`src/rtl/timing_control_gen2.sv`:
```
// Carrier-pulse timing controller: per-second carrier phase counter, second/minute counters and
// delayed byte-enable BRAM write strobes. Optional `MINUTE_SYNC_EN adds a minute_sync realignment input.
module timing_control_gen2 #(
  parameter int CNT_W          = 17,
  parameter int SEC_W          = 6,
  parameter int SECONDS_MINUTE = 59,
  parameter int DECIM_LOG2     = 10,
  parameter int WR_DELAY       = 3,
  parameter int MIN_WR_DELAY   = 4,
  parameter int BE_W           = 4
) (
  input  logic             clk,
  input  logic             rst,
`ifdef MINUTE_SYNC_EN
  input  logic             minute_sync,
`endif
  input  logic             msf_carrier_pulse,
  input  logic [CNT_W-1:0] msf_frequency,
  input  logic [CNT_W-1:0] low_time,
  output logic [CNT_W-1:0] msf_carrier_counter,
  output logic [SEC_W-1:0] second_counter,
  output logic             one_sec_marker,
  output logic             minute_wrap,
  output logic [BE_W-1:0]  write_second_bram,
  output logic [BE_W-1:0]  write_minute_bram
);

  typedef enum logic [2:0] {IDLE, TICK, WAIT, WRITE, HOLD} state_t;

  localparam logic [SEC_W-1:0] SEC_LAST  = SEC_W'(SECONDS_MINUTE);
  localparam logic [3:0]       WAIT_LOAD = 4'(MIN_WR_DELAY - 1);

  state_t             state, state_nxt;
  logic [3:0]         wait_cnt, wait_nxt;
  logic [SEC_W-1:0]   sec_nxt;
  logic               marker_nxt, wrap_nxt;
  logic               min_we, min_we_nxt;
  logic               match, tap, sync_now, tick_now;
  logic [WR_DELAY-1:0] tap_sr;

  always_ff @(posedge clk or posedge rst) begin
    if (rst) begin
      msf_carrier_counter <= '0;
    end else if (msf_carrier_pulse) begin
      if (msf_carrier_counter < msf_frequency)
        msf_carrier_counter <= msf_carrier_counter + 1'b1;
      else
        msf_carrier_counter <= '0;
    end
  end

  // The tap looks at the phase before this pulse's increment.
  generate
    if (DECIM_LOG2 == 0) begin : g_tap_all
      assign tap = msf_carrier_pulse;
    end else begin : g_tap_decim
      assign tap = msf_carrier_pulse & (msf_carrier_counter[DECIM_LOG2-1:0] == '0);
    end
  endgenerate

  always_ff @(posedge clk or posedge rst) begin
    if (rst) tap_sr <= '0;
    else     tap_sr <= (tap_sr << 1) | WR_DELAY'(tap);
  end

  assign write_second_bram = {BE_W{tap_sr[WR_DELAY-1]}};
  assign write_minute_bram = {BE_W{min_we}};

  assign match    = (msf_carrier_counter == low_time);
  assign tick_now = (state == IDLE) && match;

`ifdef MINUTE_SYNC_EN
  logic sync_pending;

  always_ff @(posedge clk or posedge rst) begin
    if (rst)              sync_pending <= 1'b0;
    else if (tick_now)    sync_pending <= 1'b0;
    else if (minute_sync) sync_pending <= 1'b1;
  end

  assign sync_now = sync_pending | minute_sync;
`else
  assign sync_now = 1'b0;
`endif

  always_comb begin
    state_nxt  = state;
    wait_nxt   = wait_cnt;
    sec_nxt    = second_counter;
    marker_nxt = 1'b0;
    wrap_nxt   = 1'b0;
    min_we_nxt = min_we;
    if (!match) begin
      state_nxt  = IDLE;
      min_we_nxt = 1'b0;
    end else begin
      case (state)
        IDLE: begin
          state_nxt  = TICK;
          marker_nxt = 1'b1;
          if (sync_now || (second_counter == SEC_LAST)) begin
            sec_nxt  = '0;
            wrap_nxt = 1'b1;
          end else begin
            sec_nxt = second_counter + 1'b1;
          end
        end
        TICK: begin
          state_nxt = WAIT;
          wait_nxt  = WAIT_LOAD;
        end
        // A count of 1 (or a zero load) is the last match cycle before the write.
        WAIT: begin
          if (wait_cnt <= 4'd1) begin
            state_nxt  = WRITE;
            wait_nxt   = '0;
            min_we_nxt = 1'b1;
          end else begin
            wait_nxt = wait_cnt - 4'd1;
          end
        end
        WRITE: begin
          state_nxt  = HOLD;
          min_we_nxt = 1'b0;
        end
        HOLD:    state_nxt = HOLD;
        default: state_nxt = IDLE;
      endcase
    end
  end

  always_ff @(posedge clk or posedge rst) begin
    if (rst) begin
      state          <= IDLE;
      wait_cnt       <= '0;
      second_counter <= '0;
      one_sec_marker <= 1'b0;
      minute_wrap    <= 1'b0;
      min_we         <= 1'b0;
    end else begin
      state          <= state_nxt;
      wait_cnt       <= wait_nxt;
      second_counter <= sec_nxt;
      one_sec_marker <= marker_nxt;
      minute_wrap    <= wrap_nxt;
      min_we         <= min_we_nxt;
    end
  end

endmodule

```
`config.mk`:
```
export PLATFORM = sky130hd
export DESIGN_NAME = timing_control_gen2
export DESIGN_NICKNAME = d
export VERILOG_FILES = /design/src/rtl/timing_control_gen2.sv
export SDC_FILE = /design/constraint.sdc
export NUM_CORES = 1
export LEC_CHECK = 0
export ABC_AREA = 1
export ABC_CLOCK_PERIOD_IN_PS = 4900
export CORE_MARGIN = 3
export CORE_UTILIZATION = 60
export CTS_CLUSTER_SIZE = 10
export DETAILED_ROUTE_END_ITERATION = 16
export DONT_BUFFER_PORTS = 1
export PLACE_DENSITY = 0.76
export SLEW_MARGIN = 10
export SYNTH_ARGS = -nofsm -noshare
export SYNTH_HDL_FRONTEND = slang
export SYNTH_SLANG_ARGS = --single-unit
```
`constraint.sdc`:
```
create_clock -name clk -period 4.9 [get_ports clk]
set_input_delay 0.98 -clock clk [delete_from_list [all_inputs] [get_ports clk]]
set_output_delay 0.98 -clock clk [all_outputs]
set_load 0.03 [all_outputs]
```
# After elaboration in Yosys (flattened, before gate mapping)
# Cells that the tools add are included.
[totals]
in_bits = 37
latchBits = 0
reg_bits = 36
rom_bits = 0
ram_bits = 0
memories = 0
out_inout_bits = 33
elab_cells = 45
[op_classes]
div = 0
n_reduce_logical = 7
n_addsub = 3
bitwise_logic = 2
shift = 0
order_cmp = 2
mux = 15
n_eq_ne = 8
n_mul = 0
[op_table]
columns = ["cell", "n"]
rows = [
  ["17-bit by 1-bit adder with 17-bit output, second input constant", 1],
  ["17-bit == test", 1],
  ["17-bit less-than comparator", 1],
  ["17-bit two-way mux", 1],
  ["3-bit one-hot mux with 4 select lines", 1],
  ["10-bit logical NOT", 1],
  ["4-bit one-hot mux with 2 select lines", 1],
  ["1-bit two-way mux", 7],
  ["6-bit by 1-bit adder with 6-bit output, second input constant", 1],
  ["3-bit by 2-bit == test with 1-bit output, second input constant", 2],
  ["6-bit == test, second input constant", 1],
  ["3-bit two-way mux", 2],
  ["6-bit two-way mux", 1],
  ["2-bit AND reduction", 3],
  ["4-bit by 1-bit less-or-equal comparator with 1-bit output, second input constant", 1],
  ["4-bit two-way mux", 1],
  ["4-bit by 1-bit subtractor with 4-bit output, second input constant", 1],
  ["3-bit by 1-bit == test with 1-bit output, second input constant", 1],
  ["3-bit == test, second input constant", 1],
  ["3-bit logical NOT", 1],
  ["3-bit by 1-bit != test with 1-bit output, second input constant", 1],
  ["3-bit != test, second input constant", 1],
  ["3-bit by 1-bit OR with 3-bit output", 1],
  ["1-bit one-hot mux with 2 select lines", 1],
  ["other kinds (3)", 3],
]

# Logic depth before layout (Yosys ltp)
# Gate-level depths: netlist (run 1).
[depth]
ltp_word = 4
mapped_depth = 12
ltp_nobuf = 11

# Least setup slack after synthesis (run 1)
# No wires, ideal clock.
[synth_timing]
path_type = "input to register"
start = "input port msf_frequency[8]"
end = "register msf_carrier_counter[10]"
required_time_ns = 4.767
stages = 10
setup_time_ns = 0.133
arrival_ns = 2.029
slack_ns = 2.738
n_path_buf = 1
path_cell_list = "inv_1 > ha_1 > nand2_1 > nor2_1 > nand3_1 > nand3_1 > nand2_1 > nand2_2 > buf_2 > a21oi_1"
[synth_via]
elab_chain_cells = 2
[synth_lines]
columns = ["item", "line_no", "source"]
rows = [
  ["from (decl)", "18", "input logic [CNT_W-1:0] msf_frequency,"],
  ["17-bit less-than comparator", "45", "if (msf_carrier_counter < msf_frequency)"],
  ["17-bit two-way mux", "45", ""],
  ["to (signal assigned)", "46", "msf_carrier_counter <= msf_carrier_counter + 1'b1;"],
  ["to (decl)", "20", "output logic [CNT_W-1:0] msf_carrier_counter,"],
]
# Every way passes these cells.
# A chain may end at the register's enable or synchronous reset.

# Worst setup path in the final report (run 1)
[layout_timing]
start = "register min_we"
end = "output port write_minute_bram[2]"
[layout_lines]
columns = ["item", "line_no", "source"]
rows = [
  ["from (decl)", "37", "logic min_we, min_we_nxt;"],
  ["from (signal assigned)", "146", "min_we <= min_we_nxt;"],
  ["to (decl)", "25", "output logic [BE_W-1:0] write_minute_bram"],
]
# No word-level cell between the ends.

==> impl_metrics.xml, run 1 <==
<?xml version="1.0" encoding="UTF-8"?>
<metrics>
  <group name="layout">
    <metric name="syn2layout_area_growth" unit="%">1.598</metric>
    <metric name="final_layout_size_suffix_gt1_share" unit="%">7.323</metric>
    <metric name="n_antenna_cell" unit="">0</metric>
    <metric name="finish.net_count" unit="">454</metric>
  </group>
  <group name="yosys">
    <metric name="synth_cells" unit="">403</metric>
    <metric name="postSynthRegisterBits" unit="">36</metric>
    <metric name="synth-simple-area-share" unit="%">33.11</metric>
    <metric name="synth.cell_area" unit="um^2">2819</metric>
    <metric name="synth_top_cells_by_area" unit="">sky130_fd_sc_hd__dfrtp_1 32%, sky130_fd_sc_hd__nand2_1 16%, sky130_fd_sc_hd__ha_1 9.3%</metric>
    <metric name="netlist_top_cells_count" unit="">118 x sky130_fd_sc_hd__nand2_1, 58 x sky130_fd_sc_hd__inv_1, 36 x sky130_fd_sc_hd__dfrtp_1</metric>
    <metric name="number_of_flops_mapped_to_enable_cells_by_yosys" unit="">0</metric>
    <metric name="synth-main-ff-cell" unit="">sky130_fd_sc_hd__dfrtp_1</metric>
    <metric name="synth_most_common_cell" unit="">sky130_fd_sc_hd__nand2_1</metric>
    <metric name="syn_nets" unit="">461</metric>
    <metric name="ys.warnings.count" unit="">0</metric>
    <metric name="avgSynthCellArea" unit="um^2">6.995</metric>
    <metric name="synth_compound_gate_area_share" unit="%">7.013</metric>
    <metric name="yosysSeqAreaShare" unit="%">31.96</metric>
    <metric name="synth_largest_area_cell" unit="">sky130_fd_sc_hd__dfrtp_1</metric>
    <metric name="asyncSetResetFlopFracSynth" unit="%">100.0</metric>
    <metric name="synth_top_family_by_area" unit="">simple AND/OR/NAND/NOR gates</metric>
    <metric name="synth.distinct_cells" unit="">32</metric>
    <metric name="post-synth-top-area-fraction" unit="%">31.96</metric>
    <metric name="synth_fa_ha_area_share" unit="%">9.321</metric>
    <metric name="synth_xor_xnor_area_share" unit="%">6.214</metric>
    <metric name="muxShareOfSynthArea" unit="%">0</metric>
  </group>
  <group name="drt">
    <metric name="drc_errors" unit="">0</metric>
    <metric name="detail_route.wirelength.met1" unit="um">2900</metric>
    <metric name="met2WireLength" unit="um">2647</metric>
    <metric name="top_layer" unit="">met4</metric>
    <metric name="postRouteAntennaNets" unit="">0</metric>
    <metric name="met3_wirelength_from_detailed_routing" unit="um">438</metric>
    <metric name="drt-wirelength-per-cell" unit="um">13.46</metric>
    <metric name="routed_via_density" unit="">5.449</metric>
    <metric name="dr_total_vias" unit="">2441</metric>
    <metric name="totalWireLength" unit="um">6032</metric>
    <metric name="drt_iter0_drc" unit="">169</metric>
    <metric name="drt_pre_antenna_iters" unit="">4</metric>
  </group>
  <group name="cts">
    <metric name="clk_pin_slew" unit="ns">0.07</metric>
    <metric name="cts_tree" unit="">yes</metric>
    <metric name="htreeDepth" unit="">2</metric>
    <metric name="clock_sinks" unit="">36</metric>
    <metric name="cts-buffers-inserted" unit="">5</metric>
    <metric name="cts_root_buffer" unit="">sky130_fd_sc_hd__clkbuf_8</metric>
    <metric name="cts.repair_timing.setup_buffer_count" unit="">0</metric>
    <metric name="insertion_delay" unit="ns">0.28</metric>
    <metric name="ctsLongestPathBuffers" unit="">2</metric>
    <metric name="postCtsHoldBufs" unit="">0</metric>
    <metric name="ctsResizeCount" unit="">0</metric>
  </group>
  <group name="min_path">
    <metric name="hold_start" unit="">tap_sr[0]</metric>
    <metric name="hp-class" unit="">flop to flop</metric>
  </group>
  <group name="setup_path">
    <metric name="r2r_cells" unit="">7</metric>
    <metric name="rr_endpoint" unit="">msf_carrier_counter[1]</metric>
    <metric name="timing.critical_path.to" unit="">write_minute_bram[2]</metric>
    <metric name="cp.depth" unit="">0</metric>
    <metric name="reg2reg_from" unit="">msf_carrier_counter[8]</metric>
    <metric name="setup.worst_path.class" unit="">flop to output pin</metric>
    <metric name="critPathRequiredTime" unit="ns">3.92</metric>
    <metric name="path_max_fanout" unit="">5</metric>
    <metric name="crit_arrival" unit="ns">1.34</metric>
    <metric name="timing.critical_path.to_type" unit="">output pin</metric>
    <metric name="cp-startpoint" unit="">min_we</metric>
    <metric name="setup.reg_to_reg.worst_slack" unit="ns">2.84</metric>
    <metric name="timing.critical_path.from_type" unit="">flop</metric>
  </group>
  <group name="floorplan">
    <metric name="fp.dieW" unit="um">74.55</metric>
    <metric name="io-pin-count" unit="">70</metric>
    <metric name="design.core.area" unit="um^2">4444</metric>
    <metric name="fp.dieArea" unit="um^2">5557</metric>
    <metric name="initial_core_util" unit="%">63.43</metric>
    <metric name="die_h" unit="um">74.55</metric>
    <metric name="std_cell_rows" unit="">24</metric>
  </group>
  <group name="timing">
    <metric name="setup_viol" unit="">0</metric>
    <metric name="clock_skew" unit="ns">0.003389</metric>
    <metric name="grt_setup_unrepaired" unit="">no</metric>
    <metric name="relSlewSlack" unit="%">28.52</metric>
    <metric name="final_max_slew_viol_count" unit="">0</metric>
    <metric name="timing.fmax" unit="GHz">0.4303</metric>
    <metric name="timing.final.hold_violations" unit="">0</metric>
    <metric name="layout_min_cycle_time" unit="ns">2.324</metric>
    <metric name="timing.setup.tns" unit="ns">0</metric>
    <metric name="worstMarginPinSlew" unit="ns">1.072</metric>
    <metric name="setup_ws" unit="ns">2.576</metric>
    <metric name="post-route-period-util" unit="%">47.42</metric>
  </group>
  <group name="global_routing">
    <metric name="first_pass_grt_wire_length" unit="um">10420</metric>
    <metric name="number_of_antenna_violations_at_the_first_check_in_global_routing" unit="">0</metric>
    <metric name="grt_overflow_total" unit="">0</metric>
    <metric name="grt_pass1_vias" unit="">2389</metric>
    <metric name="grt_start_max_net_pins" unit="">37</metric>
    <metric name="overall_global_routing_resource_usage" unit="%">23.99</metric>
  </group>
  <group name="placed_design">
    <metric name="pre_cts_ws" unit="ns">2.561</metric>
    <metric name="gp_congestion" unit="">0.8325</metric>
    <metric name="hpwlAfterDp" unit="um">4664</metric>
    <metric name="portBuffers" unit="">0</metric>
  </group>
  <group name="power">
    <metric name="leakagePower" unit="nW">1.593</metric>
    <metric name="power.density_cell_area" unit="nW/um^2">308.1</metric>
    <metric name="vdd.ir_drop.worst" unit="uV">193.7</metric>
  </group>
  <group name="flow_run">
    <metric name="maxCapViolations" unit="">0</metric>
  </group>
  <group name="run_status">
    <metric name="outcome" unit="">complete, no violations</metric>
  </group>
</metrics>
## sequential cells by signal, summed over array words and instances (netlist names)
register	cells
wait_cnt	4
second_counter	6
state	3
tap_sr	3
minute_wrap	1
one_sec_marker	1
min_we	1
msf_carrier_counter	17
## through the flow
step	instances	util (%)	hold WS [ns]	cell area, um^2	total power [mW]
floorplan	403	-	0.3312	2819	0.6502
global placement	441	62.70	0.3360	2786	0.6818
detailed placement	441	62.70	0.3484	2786	0.6901
CTS	448	64.44	0.3638	2864	0.8871
global route	448	64.44	0.3779	2864	0.9531
finish	448	64.44	0.3569	2864	0.8825
## logic make-up after synthesis
family          after synthesis
fa+ha+maj                    21
simple gates                208
compound gates               38
flops                        36
xor+xnor                     20
buf+inv                      80
## final cells by class
cell class	count	area, um^2
repair buffers	1	7.507
fillers	424	1580
multi-input cells	287	1569
well taps	52	65.06
flip-flops and latches	36	900.9
inverters	65	244.0
clock inverters	1	5.005
clock buffers	6	72.57
## how the worst min path moves through the flow
| stage | cells past startpoint | end | slack, ns |
|---|---|---|---|
| 6_report | 0 | tap_sr[1] | 0.36 |
| 5_1_grt | 0 | tap_sr[1] | 0.38 |
| 4_1_cts | 0 | tap_sr[1] | 0.36 |
| 3_5_place_dp | 0 | tap_sr[1] | 0.35 |
| 3_3_place_gp | 0 | tap_sr[1] | 0.34 |
| 2_1_floorplan | 0 | tap_sr[1] | 0.33 |
## metal layers
layer,vias to the layer above,global-route usage (%)
met2,81,37.85
met1,1111,32.97
met4,0,4.545
met3,7,7.297
met5,-,0
li1,1242,-
## cells in the final DEF (no fill, tap or decap), types with 2 or more instances in the layout
master,instances
sky130_fd_sc_hd__a21oi_1,27
sky130_fd_sc_hd__nand4_1,8
sky130_fd_sc_hd__nor3_1,5
sky130_fd_sc_hd__xor2_1,13
sky130_fd_sc_hd__clkbuf_8,5
sky130_fd_sc_hd__o21ai_0,8
sky130_fd_sc_hd__nor2_4,3
sky130_fd_sc_hd__nand3b_1,2
sky130_fd_sc_hd__nand2_1,118
sky130_fd_sc_hd__xnor2_1,7
sky130_fd_sc_hd__inv_2,7
sky130_fd_sc_hd__nor2_1,31
sky130_fd_sc_hd__nand3_1,26
sky130_fd_sc_hd__ha_1,21
sky130_fd_sc_hd__or2_2,5
sky130_fd_sc_hd__inv_1,58
sky130_fd_sc_hd__dfrtp_1,36
sky130_fd_sc_hd__nor2_2,3
## worst reg2reg max path: cells and delay by family (launching register included)
family,cells,cell delay (ns)
simple gates,4,0.52
fa+ha+maj,1,0.35
flops,1,0.69
compound gates,2,0.40
## power breakdown
part           switching (mW)  total (mW)  internal (mW)
Clock                   0.101       0.198         0.0966
Sequential              0.140       0.469          0.328
Combinational           0.133       0.216         0.0835
(Power assumes the default switching activity.)
==> inputs of run 2 (changes only) <==
--- a/config.mk
+++ b/config.mk
@@ -6,7 +6,7 @@
 export NUM_CORES = 1
 export LEC_CHECK = 0
 export ABC_AREA = 1
-export ABC_CLOCK_PERIOD_IN_PS = 4900
+export ABC_CLOCK_PERIOD_IN_PS = 2200
 export CORE_MARGIN = 3
 export CORE_UTILIZATION = 60
 export CTS_CLUSTER_SIZE = 10
==> constraint.sdc (replaced) <==
create_clock -name clk -period 2.2 [get_ports clk]
set_input_delay 0.44 -clock clk [delete_from_list [all_inputs] [get_ports clk]]
set_output_delay 0.44 -clock clk [all_outputs]
set_load 0.03 [all_outputs]
==> impl_metrics.xml, run 2 (synthesis gave the netlist of run 1 again) <==
<?xml version="1.0" encoding="UTF-8"?>
<metrics>
  <group name="setup_path">
    <metric name="critPathRequiredTime" unit="ns">2.36</metric>
    <metric name="timing.critical_path.to_type" unit="">flop</metric>
    <metric name="critical_path.top_delay_family" unit="">simple AND/OR/NAND/NOR gates</metric>
    <metric name="rr_endpoint" unit="">msf_carrier_counter[0]</metric>
    <metric name="timing.critical_path.from_type" unit="">flop</metric>
    <metric name="cpMaxStageDelayCell" unit="">sky130_fd_sc_hd__dfrtp_1</metric>
    <metric name="setup.reg_to_reg.worst_slack" unit="ns">0.37</metric>
    <metric name="crit_arrival" unit="ns">1.99</metric>
    <metric name="crit_buf_inv" unit="">0</metric>
    <metric name="r2r_cells" unit="">6</metric>
    <metric name="worstPathCellList" unit="">ha_1 &gt; nand4_1 &gt; nor3_1 &gt; nand2_1 &gt; nand2_2 &gt; o21ai_0</metric>
    <metric name="setup.worst_path.class" unit="">flop to flop</metric>
    <metric name="path_max_fanout" unit="">17</metric>
    <metric name="reg2reg_from" unit="">msf_carrier_counter[14]</metric>
    <metric name="timing.critical_path.slowest_cell_delay" unit="ns">0.55</metric>
  </group>
  <group name="cts">
    <metric name="cts_root_buffer" unit="">sky130_fd_sc_hd__clkbuf_8</metric>
    <metric name="postCtsHoldBufs" unit="">0</metric>
    <metric name="ctsResizeCount" unit="">0</metric>
    <metric name="cts_tree" unit="">yes</metric>
    <metric name="cts.repair_timing.setup_buffer_count" unit="">0</metric>
    <metric name="clock_sinks" unit="">36</metric>
    <metric name="insertion_delay" unit="ns">0.29</metric>
    <metric name="htreeDepth" unit="">2</metric>
    <metric name="cts-buffers-inserted" unit="">5</metric>
    <metric name="clk_pin_slew" unit="ns">0.07</metric>
    <metric name="ctsLongestPathBuffers" unit="">2</metric>
  </group>
  <group name="global_routing">
    <metric name="overall_global_routing_resource_usage" unit="%">25.01</metric>
    <metric name="number_of_antenna_violations_at_the_first_check_in_global_routing" unit="">0</metric>
    <metric name="first_pass_grt_wire_length" unit="um">10700</metric>
    <metric name="grt_start_max_net_pins" unit="">37</metric>
    <metric name="grt_overflow_total" unit="">0</metric>
    <metric name="grt_pass1_vias" unit="">2444</metric>
  </group>
  <group name="drt">
    <metric name="dr_total_vias" unit="">2511</metric>
    <metric name="drt_pre_antenna_iters" unit="">4</metric>
    <metric name="drt-wirelength-per-cell" unit="um">13.95</metric>
    <metric name="drc_errors" unit="">0</metric>
    <metric name="drt_iter0_drc" unit="">174</metric>
    <metric name="postRouteAntennaNets" unit="">0</metric>
    <metric name="totalWireLength" unit="um">6500</metric>
    <metric name="routed_via_density" unit="">5.388</metric>
  </group>
  <group name="run_status">
    <metric name="outcome" unit="">complete, no violations</metric>
  </group>
  <group name="timing">
    <metric name="relSlewSlack" unit="%">56.07</metric>
    <metric name="final_max_slew_viol_count" unit="">0</metric>
    <metric name="clock_skew" unit="ns">0.007849</metric>
    <metric name="setup_ws" unit="ns">0.3716</metric>
    <metric name="setup_viol" unit="">0</metric>
    <metric name="layout_min_cycle_time" unit="ns">1.828</metric>
    <metric name="timing.hold.ws" unit="ns">0.1422</metric>
    <metric name="grt_setup_unrepaired" unit="">no</metric>
    <metric name="worstMarginPinSlew" unit="ns">0.6539</metric>
    <metric name="timing.fmax" unit="GHz">0.5469</metric>
    <metric name="timing.final.hold_violations" unit="">0</metric>
    <metric name="post-route-period-util" unit="%">83.11</metric>
    <metric name="timing.setup.tns" unit="ns">0</metric>
  </group>
  <group name="floorplan">
    <metric name="initial_core_util" unit="%">63.43</metric>
    <metric name="io-pin-count" unit="">70</metric>
    <metric name="die_h" unit="um">74.55</metric>
    <metric name="design.core.area" unit="um^2">4444</metric>
    <metric name="fp.dieArea" unit="um^2">5557</metric>
    <metric name="fp.dieW" unit="um">74.55</metric>
    <metric name="std_cell_rows" unit="">24</metric>
  </group>
  <group name="power">
    <metric name="vdd.ir_drop.worst" unit="uV">607.6</metric>
    <metric name="fin_total_pwr" unit="mW">2.146</metric>
    <metric name="leakagePower" unit="nW">1.698</metric>
    <metric name="power.density_cell_area" unit="nW/um^2">711.2</metric>
  </group>
  <group name="layout">
    <metric name="syn2layout_area_growth" unit="%">7.057</metric>
    <metric name="layout_cell_area_excl_fill" unit="um^2">3018</metric>
    <metric name="final_layout_size_suffix_gt1_share" unit="%">11.59</metric>
    <metric name="max_ffs_per_register" unit="">17</metric>
    <metric name="most_frequent_standard_cell_in_the_layout_excluding_fill_and_tap_cells" unit="">sky130_fd_sc_hd__nand2_1</metric>
    <metric name="finish.net_count" unit="">472</metric>
    <metric name="mostFrequentLayoutCells" unit="">118 x sky130_fd_sc_hd__nand2_1, 58 x sky130_fd_sc_hd__inv_1, 36 x sky130_fd_sc_hd__dfrtp_1</metric>
    <metric name="finish.cell_count_without_fillers" unit="">466</metric>
    <metric name="final_core_utilization" unit="%">67.91</metric>
    <metric name="top_regs" unit="">msf_carrier_counter: 17 flops, second_counter: 6 flops, wait_cnt: 4 flops</metric>
    <metric name="regMostFlops" unit="">msf_carrier_counter</metric>
    <metric name="n_antenna_cell" unit="">0</metric>
  </group>
  <group name="placed_design">
    <metric name="post-place-cells" unit="">459</metric>
    <metric name="gp_congestion" unit="">0.8623</metric>
    <metric name="portBuffers" unit="">0</metric>
    <metric name="detailed_place.area" unit="um^2">2922</metric>
    <metric name="hpwlAfterDp" unit="um">5104</metric>
    <metric name="pre_cts_ws" unit="ns">0.3846</metric>
  </group>
  <group name="min_path">
    <metric name="hp-class" unit="">input pin to async pin</metric>
  </group>
  <group name="flow_run">
    <metric name="maxCapViolations" unit="">0</metric>
  </group>
</metrics>
[run 2: changes by cell type in the layout (fill, tap and decap cells not counted), sizes merged]
cell | previous run | this run
buf | 1 | 19
clkinv | 1 | 0
clkbuf | 6 | 7
[run 2: routing by layer]
| layer | wire length [um] | GRT usage, % |
|---|---|---|
| met5 | 0 | 0 |
| met4 | 106 | 7.312 |
| met3 | 563 | 7.568 |
| met2 | 2952 | 39.90 |
| met1 | 2878 | 32.85 |
[run 2: how the worst max path moves through the flow]
stage	slack, ns	cells after the start	end	startpoint
after floorplan	0.45	8	msf_carrier_counter[10]	msf_carrier_counter[12]
after global placement	0.44	6	msf_carrier_counter[0]	msf_carrier_counter[16]
after detailed placement	0.38	6	msf_carrier_counter[1]	msf_carrier_counter[14]
after CTS	0.39	6	msf_carrier_counter[0]	msf_carrier_counter[14]
after global routing	0.21	6	second_counter[4]	second_counter[1]
final	0.37	6	msf_carrier_counter[0]	msf_carrier_counter[14]
[run 2: power breakdown]
part | internal (mW) | switching, mW
clock | 0.279 | 0.234
combinational | 0.257 | 0.543
sequential | 0.736 | 0.0974
[run 2: final cells by class]
type | instances | area [um^2]
multi-input combinational | 287 | 1569
tap | 52 | 65.06
sequential | 36 | 900.9
fill | 413 | 1426
inverter | 65 | 244.0
timing repair buffer | 19 | 142.6
clock buffer | 7 | 96.34
